## src/rtl/sim_end_pkg.sv

```systemverilog
// Shared types and constants for the end-of-simulation controller.
// RAM_BEGIN_ADDR normally comes from the testbench build; a fallback is
// provided so the block elaborates stand-alone.
`ifndef RAM_BEGIN_ADDR
`define RAM_BEGIN_ADDR 32'h8000_0000
`endif

package sim_end_pkg;

    typedef enum logic [2:0] {
        ST_IDLE,
        ST_DRAIN,
        ST_RD_REQ,
        ST_RD_OUT,
        ST_DONE
    } state_t;

    localparam logic [7:0] EXIT_PASS  = 8'd0;
    localparam logic [7:0] EXIT_TRAP  = 8'd1;
    localparam logic [7:0] EXIT_BREAK = 8'd2;
    localparam logic [7:0] EXIT_WDOG  = 8'd3;

    localparam logic [2:0] REASON_NONE       = 3'd0;
    localparam logic [2:0] REASON_PASS_SIG   = 3'd1;
    localparam logic [2:0] REASON_PASS_NOSIG = 3'd2;
    localparam logic [2:0] REASON_BREAK      = 3'd3;
    localparam logic [2:0] REASON_TRAP       = 3'd4;
    localparam logic [2:0] REASON_WDOG       = 3'd5;

    // mcause one-hot bit that marks an ebreak
    localparam int BRK_BIT = 3;

    localparam int SIG_WORD_BYTES = 4;

endpackage

```

## src/rtl/sim_end_controller_if.sv

```systemverilog
// Bus bundle of the end controller: RAM-model read port (req/ack) and the
// signature word stream (valid/ready). master = controller side.
interface sim_end_controller_if #(
    parameter int ADDR_W = 32
);
    logic              mem_req_o;
    logic [ADDR_W-1:0] mem_addr_o;
    logic              mem_ack_i;
    logic [31:0]       mem_data_i;
    logic              sig_valid_o;
    logic [31:0]       sig_data_o;
    logic              sig_ready_i;

    modport master (
        output mem_req_o, mem_addr_o,
        input  mem_ack_i, mem_data_i,
        output sig_valid_o, sig_data_o,
        input  sig_ready_i
    );

    modport slave (
        input  mem_req_o, mem_addr_o,
        output mem_ack_i, mem_data_i,
        input  sig_valid_o, sig_data_o,
        output sig_ready_i
    );
endinterface

```

## src/rtl/sim_end_watchdog.sv

```systemverilog
// Retirement watchdog: counts idle cycles while enabled, restarts on every
// retired instruction, and flags the edge on which LIMIT idle cycles are reached.
module sim_end_watchdog #(
    parameter logic [31:0] WDOG_LIMIT = 32'd1_000_000
) (
    input  logic clk,
    input  logic rst_n,
    input  logic en,
    input  logic clr,
    output logic hit
);
    // hit fires while the counter holds LIMIT-1 so the end lands on edge LIMIT
    localparam logic [31:0] LAST = (WDOG_LIMIT == 32'd0) ? 32'd0 : WDOG_LIMIT - 32'd1;

    logic [31:0] idle_cnt;

    // idle-cycle counter, saturating at LAST
    always_ff @(posedge clk or negedge rst_n) begin
        if (!rst_n) begin
            idle_cnt <= '0;
        end else if (clr || !en) begin
            idle_cnt <= '0;
        end else if (idle_cnt != LAST) begin
            idle_cnt <= idle_cnt + 32'd1;
        end
    end

    assign hit = en && !clr && (idle_cnt == LAST);
endmodule

```

## src/rtl/sim_end_controller.sv

```systemverilog
// End-of-simulation controller: halt arbitration, drain delay, signature
// streaming from the RAM model and latched exit code / end reason.
// Optional feature macro: SIM_END_WATCHDOG_EN (retirement watchdog).
module sim_end_controller
    import sim_end_pkg::*;
#(
    parameter int                NUM_SRC      = 2,
    parameter int                DRAIN_CYCLES = 4,
    parameter int                ADDR_W       = 32,
    parameter logic [ADDR_W-1:0] RAM_BASE     = `RAM_BEGIN_ADDR,
    parameter logic [31:0]       WDOG_LIMIT   = 32'd1_000_000
) (
    input  logic                  clk,
    input  logic                  rst_n,
    input  logic [NUM_SRC-1:0]    halt_i,
    input  logic [NUM_SRC-1:0]    loop_i,
    input  logic [32*NUM_SRC-1:0] mcause_i,
    input  logic [ADDR_W-1:0]     sig_begin_i,
    input  logic [ADDR_W-1:0]     sig_end_i,
    input  logic                  instret_i,
    sim_end_controller_if.master  bus,
    output logic                  busy_o,
    output logic                  done_o,
    output logic [7:0]            exit_code_o,
    output logic [2:0]            reason_o,
    output logic [ADDR_W-1:0]     sig_count_o
);
    localparam int DCW = (DRAIN_CYCLES > 1) ? $clog2(DRAIN_CYCLES + 1) : 1;
    localparam logic [DCW-1:0]    DRAIN_LOAD = DCW'(DRAIN_CYCLES);
    localparam logic [ADDR_W-1:0] WORD_STEP  = ADDR_W'(SIG_WORD_BYTES);
    localparam logic [ADDR_W-1:0] ALIGN_MASK = ~(WORD_STEP - 1'b1);

    state_t            state;
    logic [DCW-1:0]    drain_cnt;
    logic              lat_loop;
    logic              lat_brk;
    logic [ADDR_W-1:0] sig_begin_q;
    logic [ADDR_W-1:0] sig_end_q;
    logic [ADDR_W-1:0] addr_q;
    logic [ADDR_W-1:0] addr_next;
    logic              mem_req_q;
    logic [ADDR_W-1:0] mem_addr_q;
    logic              sig_valid_q;
    logic [31:0]       sig_data_q;

    logic              halt_any;
    logic              sel_loop;
    logic              sel_brk;
    logic              wdog_hit;

    // lowest-index halting source wins: scan downward so index 0 is written last
    always_comb begin
        halt_any = |halt_i;
        sel_loop = 1'b0;
        sel_brk  = 1'b0;
        for (int i = NUM_SRC - 1; i >= 0; i--) begin
            if (halt_i[i]) begin
                sel_loop = loop_i[i];
                sel_brk  = mcause_i[32*i + BRK_BIT];
            end
        end
    end

    assign addr_next = addr_q + WORD_STEP;

`ifdef SIM_END_WATCHDOG_EN
    sim_end_watchdog #(
        .WDOG_LIMIT (WDOG_LIMIT)
    ) u_wdog (
        .clk   (clk),
        .rst_n (rst_n),
        .en    (state == ST_IDLE),
        .clr   (instret_i),
        .hit   (wdog_hit)
    );
`else
    assign wdog_hit = 1'b0;
`endif

    // main sequencer: all outputs registered, asynchronous abort on reset
    always_ff @(posedge clk or negedge rst_n) begin
        if (!rst_n) begin
            state       <= ST_IDLE;
            drain_cnt   <= '0;
            lat_loop    <= 1'b0;
            lat_brk     <= 1'b0;
            sig_begin_q <= '0;
            sig_end_q   <= '0;
            addr_q      <= '0;
            mem_req_q   <= 1'b0;
            mem_addr_q  <= '0;
            sig_valid_q <= 1'b0;
            sig_data_q  <= '0;
            busy_o      <= 1'b0;
            done_o      <= 1'b0;
            exit_code_o <= EXIT_PASS;
            reason_o    <= REASON_NONE;
            sig_count_o <= '0;
        end else begin
            case (state)
                ST_IDLE: begin
                    // a halt in the same cycle takes precedence over the watchdog
                    if (halt_any) begin
                        lat_loop    <= sel_loop;
                        lat_brk     <= sel_brk;
                        sig_begin_q <= sig_begin_i & ALIGN_MASK;
                        sig_end_q   <= sig_end_i & ALIGN_MASK;
                        drain_cnt   <= DRAIN_LOAD;
                        busy_o      <= 1'b1;
                        state       <= ST_DRAIN;
                    end else if (wdog_hit) begin
                        done_o      <= 1'b1;
                        exit_code_o <= EXIT_WDOG;
                        reason_o    <= REASON_WDOG;
                        state       <= ST_DONE;
                    end
                end
                ST_DRAIN: begin
                    if (drain_cnt != '0) begin
                        drain_cnt <= drain_cnt - 1'b1;
                    end else if (lat_loop && (sig_end_q > sig_begin_q)) begin
                        addr_q     <= sig_begin_q;
                        mem_req_q  <= 1'b1;
                        mem_addr_q <= sig_begin_q - RAM_BASE;
                        reason_o   <= REASON_PASS_SIG;
                        state      <= ST_RD_REQ;
                    end else begin
                        busy_o <= 1'b0;
                        done_o <= 1'b1;
                        state  <= ST_DONE;
                        if (lat_loop) begin
                            exit_code_o <= EXIT_PASS;
                            reason_o    <= REASON_PASS_NOSIG;
                        end else if (lat_brk) begin
                            exit_code_o <= EXIT_BREAK;
                            reason_o    <= REASON_BREAK;
                        end else begin
                            exit_code_o <= EXIT_TRAP;
                            reason_o    <= REASON_TRAP;
                        end
                    end
                end
                ST_RD_REQ: begin
                    if (bus.mem_ack_i) begin
                        mem_req_q   <= 1'b0;
                        sig_valid_q <= 1'b1;
                        sig_data_q  <= bus.mem_data_i;
                        state       <= ST_RD_OUT;
                    end
                end
                ST_RD_OUT: begin
                    if (bus.sig_ready_i) begin
                        sig_valid_q <= 1'b0;
                        addr_q      <= addr_next;
                        sig_count_o <= sig_count_o + 1'b1;
                        if (addr_next >= sig_end_q) begin
                            busy_o      <= 1'b0;
                            done_o      <= 1'b1;
                            exit_code_o <= EXIT_PASS;
                            state       <= ST_DONE;
                        end else begin
                            mem_req_q  <= 1'b1;
                            mem_addr_q <= addr_next - RAM_BASE;
                            state      <= ST_RD_REQ;
                        end
                    end
                end
                ST_DONE: begin
                    // terminal until reset; later halts are ignored
                end
                default: begin
                    state <= ST_IDLE;
                end
            endcase
        end
    end

    assign bus.mem_req_o   = mem_req_q;
    assign bus.mem_addr_o  = mem_addr_q;
    assign bus.sig_valid_o = sig_valid_q;
    assign bus.sig_data_o  = sig_data_q;
endmodule

```

## src/flat_wrapper.sv

```systemverilog
// flat-port wrapper written by rule: the top's interface ports become plain ports
module sim_end_controller_flat import sim_end_pkg::*;
#(
    parameter int                NUM_SRC      = 2,
    parameter int                DRAIN_CYCLES = 4,
    parameter int                ADDR_W       = 32,
    parameter logic [ADDR_W-1:0] RAM_BASE     = `RAM_BEGIN_ADDR,
    parameter logic [31:0]       WDOG_LIMIT   = 32'd1_000_000
)
  (clk, rst_n, halt_i, loop_i, mcause_i, sig_begin_i, sig_end_i, instret_i, busy_o, done_o, exit_code_o, reason_o, sig_count_o, bus_mem_req_o, bus_mem_addr_o, bus_mem_ack_i, bus_mem_data_i, bus_sig_valid_o, bus_sig_data_o, bus_sig_ready_i);
  sim_end_controller_if #(.ADDR_W(ADDR_W)) bus_i ();
  input  logic clk;
  input  logic rst_n;
  input  logic [NUM_SRC-1:0] halt_i;
  input  logic [NUM_SRC-1:0] loop_i;
  input  logic [32*NUM_SRC-1:0] mcause_i;
  input  logic [ADDR_W-1:0] sig_begin_i;
  input  logic [ADDR_W-1:0] sig_end_i;
  input  logic instret_i;
  output logic busy_o;
  output logic done_o;
  output logic [7:0] exit_code_o;
  output logic [2:0] reason_o;
  output logic [ADDR_W-1:0] sig_count_o;
  output wire logic [$bits(bus_i.mem_req_o)-1:0] bus_mem_req_o;
  output wire logic [$bits(bus_i.mem_addr_o)-1:0] bus_mem_addr_o;
  input wire logic [$bits(bus_i.mem_ack_i)-1:0] bus_mem_ack_i;
  input wire logic [$bits(bus_i.mem_data_i)-1:0] bus_mem_data_i;
  output wire logic [$bits(bus_i.sig_valid_o)-1:0] bus_sig_valid_o;
  output wire logic [$bits(bus_i.sig_data_o)-1:0] bus_sig_data_o;
  input wire logic [$bits(bus_i.sig_ready_i)-1:0] bus_sig_ready_i;
  assign bus_mem_req_o = bus_i.mem_req_o;
  assign bus_mem_addr_o = bus_i.mem_addr_o;
  assign bus_i.mem_ack_i = bus_mem_ack_i;
  assign bus_i.mem_data_i = bus_mem_data_i;
  assign bus_sig_valid_o = bus_i.sig_valid_o;
  assign bus_sig_data_o = bus_i.sig_data_o;
  assign bus_i.sig_ready_i = bus_sig_ready_i;
  sim_end_controller #(.NUM_SRC(NUM_SRC), .DRAIN_CYCLES(DRAIN_CYCLES), .ADDR_W(ADDR_W), .RAM_BASE(RAM_BASE), .WDOG_LIMIT(WDOG_LIMIT)) u_core (.clk(clk), .rst_n(rst_n), .halt_i(halt_i), .loop_i(loop_i), .mcause_i(mcause_i), .sig_begin_i(sig_begin_i), .sig_end_i(sig_end_i), .instret_i(instret_i), .bus(bus_i), .busy_o(busy_o), .done_o(done_o), .exit_code_o(exit_code_o), .reason_o(reason_o), .sig_count_o(sig_count_o));
endmodule
```

## config.mk

```make
export PLATFORM = sky130hd
export DESIGN_NAME = sim_end_controller_flat
export DESIGN_NICKNAME = d
export VERILOG_FILES = /design/src/rtl/sim_end_pkg.sv /design/src/rtl/sim_end_controller_if.sv /design/src/rtl/sim_end_watchdog.sv /design/src/rtl/sim_end_controller.sv /design/src/flat_wrapper.sv
export SDC_FILE = /design/constraint.sdc
export NUM_CORES = 1
export LEC_CHECK = 0
export CELL_PAD_IN_SITES_DETAIL_PLACEMENT = 2
export CELL_PAD_IN_SITES_GLOBAL_PLACEMENT = 2
export CORE_MARGIN = 3
export CORE_UTILIZATION = 30
export DETAILED_ROUTE_END_ITERATION = 8
export GPL_TIMING_DRIVEN = 0
export HOLD_SLACK_MARGIN = 0.1
export MAX_ROUTING_LAYER = met4
export PLACE_DENSITY_LB_ADDON = 0.1
export SLEW_MARGIN = 10
export SYNTH_ARGS = -nofsm -noshare
export SYNTH_HDL_FRONTEND = slang
export SYNTH_SLANG_ARGS = --single-unit
```

## constraint.sdc

```tcl
create_clock -name clk -period 4.45 [get_ports clk]
set_input_delay 0.445 -clock clk [delete_from_list [all_inputs] [get_ports clk]]
set_output_delay 0.445 -clock clk [all_outputs]
set_load 0.03 [all_outputs]
```

==> metrics.txt, run 1 <==
status=completed; Synth warnings=0; Mapped Area=~11000 um^2; Rel. slew slack=approximately a third; Startpoint Class=register; synthesized area per cell=10.52 um^2; Root Buffer=clkbuf_16; Tcrit/Tclk final=a little over nine tenths; area share of the largest cell type after synthesis=between 40% and 50%; via count=between 8000 and 9000; maxcap violations=0; Syn Inst Count=999; Site Rows=67; CTS tree=done; Sw Pwr=between 4 and 5 mW; initial DRC count=252; Peak VDD IR=321.1 uV; initial antenna violation count=1; Logic pwr share=between 40% and 50%; GRT Resource Usage Total=19.23%; Finished Layout Cells=about 1700; first-pass GRT wire length=around 54 mm; clock latency on the worst-skew pair=0.53 ns; die height=between 150 and 200 um; Ports=280; Die Span X=193.2 um; CP endpoint kind=register; Vias/cell=a little under 5; Critical Path RT=roughly 4.9 ns; sequential group share of total power=31.2%; core area=approximately 34000 um^2; Hold Vio Cnt, Final=0; fraction of registers with async set/reset=between 90% and 100%; PortBufs=204; Internal=5.893 mW; CP Max Fanout=10; DRC=0; Static Leak=approximately 6.4 nW; fin. max-slew vios=0; leading area contributor after synthesis=dfrtp_1; cts bufs inserted=26; CP Class=register to register; GR Overflow Total=0; final worst slack=0.2650 ns; fin crit period=between 4 and 5 ns; H-tree levels=1; pre-CTS setup slack=just over 0.1 ns; final instance area=14110 um^2; worst reg2reg path depth=15; placed cells=1660; f_max=around 0.24 GHz; GP Congestion=approximately 0.81; die area=37320 um^2; Worst Max-Slew Pin Slew=1.003 ns; WL final=34.34 mm; Worst Hold Class=input port to asynchronous set/reset pin; Worst Path Arrival=4.60 ns; final net count=between 1000 and 1500; fillers=3632; Clock Path Buffers=3; detailed-router iteration count before antenna repair=4; final setup vio count=0; commonest non-fill, non-tap cells in the layout=203 x clkdlybuf4s50_1, 201 x dfrtp_1, 123 x nand2_1; EDFF count, synth=0; fraction of layout instances using a drive strength above 1=between 10% and 20%; Seq/Total Area, Yosys=~48%; Synth cell types=60; most common cell after layout, fill and taps aside=clkdlybuf4s50_1; Yosys reg bits=between 200 and 250; ranking of synthesized cells by area=dfrtp_1 48%, ha_1 7.7%, mux2_2 7.6%; largest net degree at the start of global routing=96; Reg clk slew, reported paths=~0.060 ns; hold slack=about 0.42 ns; vias in the first global route=a little over 9000; clock share of power=22.1%; final core utilization=about two fifths; Initial Util=a little under a third; Post-DP HPWL=roughly 26 mm; DR WL/cell=roughly 20 um; Post-DRT Antenna Nets=0; Switching Fraction=about two fifths; Area growth, synth to finish=34.18%; Synth Flop Type=dfrtp_1; clk sinks=201; Clock Skew=roughly 0.017 ns; DP Area=between 10000 and 15000 um^2; pwr dens=between 700 and 800 nW/um^2; unrepaired setup endpoints after global routing=no
-- repair_timing --
action	4_1_cts	5_1_grt
hold buffers	1	0
gates resized for setup	0	2
endpoints found under the setup margin	0	35
setup buffers	0	0
hold endpoints to repair	44	0
-- synthesized netlist by cell type, drive strengths merged (2+ instances only) --
cell and n:
dfrtp 201, nand2 123, mux2 96, o21ai 93
inv 73, ha 65, nor2 43, a21oi 42
xnor2 35, nand3 31, clkbuf 26, xor2 24
buf 19, nand4 18, and3 15, and4 10
nor3 7, o21bai 7, a21o 6, nand2b 6
a21boi 5, nor2b 5, nor4 5, o22a 5
a22oi 4, mux2i 4, o31ai 4, and2 3
o21a 3, a211oi 2, a31oi 2, or4 2
-- final cells by class --
| cell class | count | area [um^2] | share of cell area, % |
|---|---|---|---|
| diodes | 1 | 2.502 | 0.01774 |
| repair buffers | 207 | 2112 | 14.97 |
| clock inverters | 8 | 127.6 | 0.9047 |
| well taps | 448 | 560.5 | 3.974 |
| inverters | 73 | 274.0 | 1.943 |
| plain buffers | 45 | 282.8 | 2.005 |
| flip-flops and latches | 201 | 5030 | 35.66 |
| multi-input cells | 687 | 4957 | 35.14 |
| clock buffers | 36 | 759.5 | 5.384 |
-- logic make-up after synthesis --
family                   Yosys count  synth area share (%)
adder cells (fa/ha/maj)           65                 7.736
buffers and inverters            118                 5.296
other                              1               0.03567
multiplexers                     100                 11.56
AND/OR/NAND/NOR                  275                 12.76
AO/OA/AOI/OAI                    180                 9.855
XOR/XNOR                          59                 4.915
flip-flops                       201                 47.85
-- worst max-delay path: stages, from the launching register on --
cell,delay (ns)
dfrtp_1,0.32
clkbuf_2,0.19
and4_1,0.29
nand3_1,0.24
nor2_1,0.47
and4_1,0.28
xor2_1,0.09
ha_1,0.31
nand4_1,0.21
nor4_1,0.49
nand2_1,0.11
o221ai_1,0.25
o21ai_1,0.15
nand2b_4,0.15
buf_12,0.18
mux2_4,0.31
-- power by group through the flow --
stage	combinational, mW	clock, mW	sequential [mW]
after floorplan	2.38	0	3.54
after global placement	4.53	0	3.09
after detailed placement	4.67	0	3.11
after CTS	4.71	2.26	3.10
after global routing	5.15	2.34	3.20
final	4.63	2.19	3.09
-- worst paths after layout --
kind                       slack [ns]                                    end                                from
min                              0.42     u_core.sig_count_o[12]$_DFFE_PN0P_                               rst_n
max                              0.27  u_core.bus.mem_addr_o[29]$_DFFE_PN0P_        u_core.addr_q[9]$_DFFE_PN0P_
max reg2reg                      0.27  u_core.bus.mem_addr_o[29]$_DFFE_PN0P_        u_core.addr_q[9]$_DFFE_PN0P_
max in group asynchronous        3.19       u_core.sig_end_q[28]$_DFFE_PN0P_                               rst_n
min in group clk                 0.47       u_core.sig_end_q[25]$_DFFE_PN0P_                       sig_end_i[25]
min reg2reg                      0.47     u_core.sig_count_o[31]$_DFFE_PN0P_  u_core.sig_count_o[31]$_DFFE_PN0P_
-- flip-flops by register name, summed over array words and instances, names as in the netlist --
name	flops
u_core.state	3
u_core.lat_loop	1
u_core.bus.sig_data_o	32
u_core.bus.mem_addr_o	30
u_core.done_o	1
u_core.exit_code_o	2
u_core.addr_q	30
u_core.sig_count_o	32
u_core.busy_o	1
u_core.sig_end_q	30
u_core.reason_o	3
u_core.sig_begin_q	30
u_core.lat_brk	1
u_core.drain_cnt	3
u_core.bus.sig_valid_o	1
u_core.bus.mem_req_o	1
-- through the flow --
step,total power [mW],setup TNS [ns]
6_report,9.901,0
5_1_grt,10.69,0
2_1_floorplan,5.923,0
4_1_cts,10.07,0
3_3_place_gp,7.615,-1295.60
3_5_place_dp,7.781,0
-- per-layer routing --
layer  vias to the layer above  share of wire, %  global-route usage (%)
met5                         -                 0                       -
met4                         0               1.5                   3.561
met3                        31               3.5                   2.387
met2                       130                48                   31.89
met1                      4201                47                   25.64
li1                       3925                 -                       -
(Power assumes the default switching activity.)
==> run 2, diff against run 1 <==
--- a/config.mk
+++ b/config.mk
@@ -9,6 +9,7 @@
 export CELL_PAD_IN_SITES_GLOBAL_PLACEMENT = 2
 export CORE_MARGIN = 3
 export CORE_UTILIZATION = 30
+export CTS_CLUSTER_DIAMETER = 120
 export DETAILED_ROUTE_END_ITERATION = 8
 export GPL_TIMING_DRIVEN = 0
 export HOLD_SLACK_MARGIN = 0.1
==> results of run 2 <==
No change in the layout: final DEF, timing and power equal those of run 1.
==> variant: new RTL, settings of run 2 <==
`DRAIN_CYCLES` is set to 4 in 2 places; all go to 2.
--- a/src/rtl/sim_end_controller.sv
+++ b/src/rtl/sim_end_controller.sv
@@ -6,5 +6,5 @@
 #(
     parameter int                NUM_SRC      = 2,
-    parameter int                DRAIN_CYCLES = 4,
+    parameter int                DRAIN_CYCLES = 2,
     parameter int                ADDR_W       = 32,
     parameter logic [ADDR_W-1:0] RAM_BASE     = `RAM_BEGIN_ADDR,
--- a/src/flat_wrapper.sv
+++ b/src/flat_wrapper.sv
@@ -3,5 +3,5 @@
 #(
     parameter int                NUM_SRC      = 2,
-    parameter int                DRAIN_CYCLES = 4,
+    parameter int                DRAIN_CYCLES = 2,
     parameter int                ADDR_W       = 32,
     parameter logic [ADDR_W-1:0] RAM_BASE     = `RAM_BEGIN_ADDR,
Formal check against the unedited RTL: same outputs for any inputs over 4 cycles, from zero or initial values and one cycle with rst_n low; that may be too few to reach the edited logic, so the function may still have changed.
==> variant against run 2 <==
Critical path depth increased by 2; synthesized area decreased by 0.21%; worst setup slack improved by 0.039 ns; cell count decreased by 4.3%; critical endpoint is now u_core.bus.mem_addr_o[30]; sequential cell count decreased by 1; critical path type unchanged; cell area decreased by 2.2%; power decreased by 0.53%; via count decreased by 5.8%; routed wire length decreased by 6.9%.
==> variant: results (changes against run 2) <==
The run finished with clean final reports. For the fraction of the yosys area taken by sequential cells, the log shows 0.477 (-0.00136). The detailed-route wire length on metal 1 was 13,800 um (-14%). The commonest cells after synthesis are dfrtp_1 (200), mux2_2 (137), inv_1 (83). The total detailed-routing wirelength was 32,000 um (-6.9%); the number of clock-tree buffers in the layout was 19 (-47%). The capture point of the critical path was u_core.bus.mem_addr_o[30].

The largest net degree at the start of global routing came out at 94 (-2.1%). The routing usage on met1 was 0.224 (-0.0326); the non-clock buffer area fraction after layout was 0.172 (+0.00241). The wire length per cell after detailed routing is 19.6 um (-2.7%), and the register-to-register setup slack is 0.30 ns (+0.04 ns).

The setup slack after placement was -0.188 ns (-0.290 ns); the CTS buffer count was 17 (-35%). The count of multi-input combinational gates is 618 (-10%), and the net switching component of the power is 4.12 mW (+2.7%). The run gives 0.784 (-3.2%) as the weighted congestion reported at the end of routability-driven placement.

The per-instance average area after synthesis is 11.2 um^2 (+6.5%). Via-per-instance ratio: 4.78 (-1.5%). The met3 capacity usage during global routing is 0.0307 (+0.00687), and the count of nets after finishing is 1,404 (-4.8%). The area taken by flip-flops and latches is 5000 um^2 (-0.50%). Multiplexer fraction of the synthesized cell area: 0.162 (+0.0464).

The fraction of area in multi-input gates works out to 0.361 (+0.00980). The tools report the number of levels the H-tree was split into as 4 (+3). The total length of routed met2 wires is 16,800 um (+1.4%), and the count of inverters not on the clock network in the layout is 83 (+14%).

The tools report the initial detailed-routing violation count as 194 (-23%). The maximum number of buffers from clock root to sink is 2 (-1). The area of combinational cells with multiple inputs is 4980 um^2 (+0.56%), and the worst slew margin relative to its limit is 0.333 (+0.00770).

In this run the worst setup path begins at u_core.addr_q[4]. The tools report the maximum clock frequency as 0.241 GHz (+0.95%). The compound-gate portion of the synthesized area was 0.0676 (-0.0309); the xor-xnor portion of the synthesized cell area was 0.0507 (+0.00154). By area the synthesized netlist is led by dfrtp_1 (48%), mux2_2 (15%), ha_1 (7.6%), xnor2_1 (3.1%), inv_1 (3.0%).
==> variant: cell count changes in the layout (fill, tap and decap cells not counted), sizes merged, moves of 8 or more <==
cell / before / now
buf: 22 / 33
nand2: 123 / 80
nor2: 43 / 35
inv: 73 / 85
clkbuf: 62 / 33
o21ai: 93 / 40
mux2: 96 / 146
==> variant: worst max-delay path, cell delays in order (launching register included) <==
cell and delay [ns]:
dfrtp_1 0.33, buf_2 0.18, and4_1 0.21, buf_4 0.15, nand2_1 0.13, nor3_4 0.35, nand3_1 0.17, xor2_1 0.19
inv_1 0.06, ha_1 0.31, nand4_1 0.24, nor4_4 0.39, nand2_1 0.09, a21oi_1 0.23, nor3_1 0.11, o21bai_4 0.26
buf_6 0.25, mux2_1 0.33
==> variant: timing repair <==
| item | CTS | global route |
|---|---|---|
| resized for setup | 2 | 3 |
| setup endpoints to repair | 28 | 24 |
| hold buffers | 1 | 0 |
| buffers inserted | 0 | 3 |
| pin swaps | 0 | 1 |
| endpoints found under the hold margin | 21 | 0 |
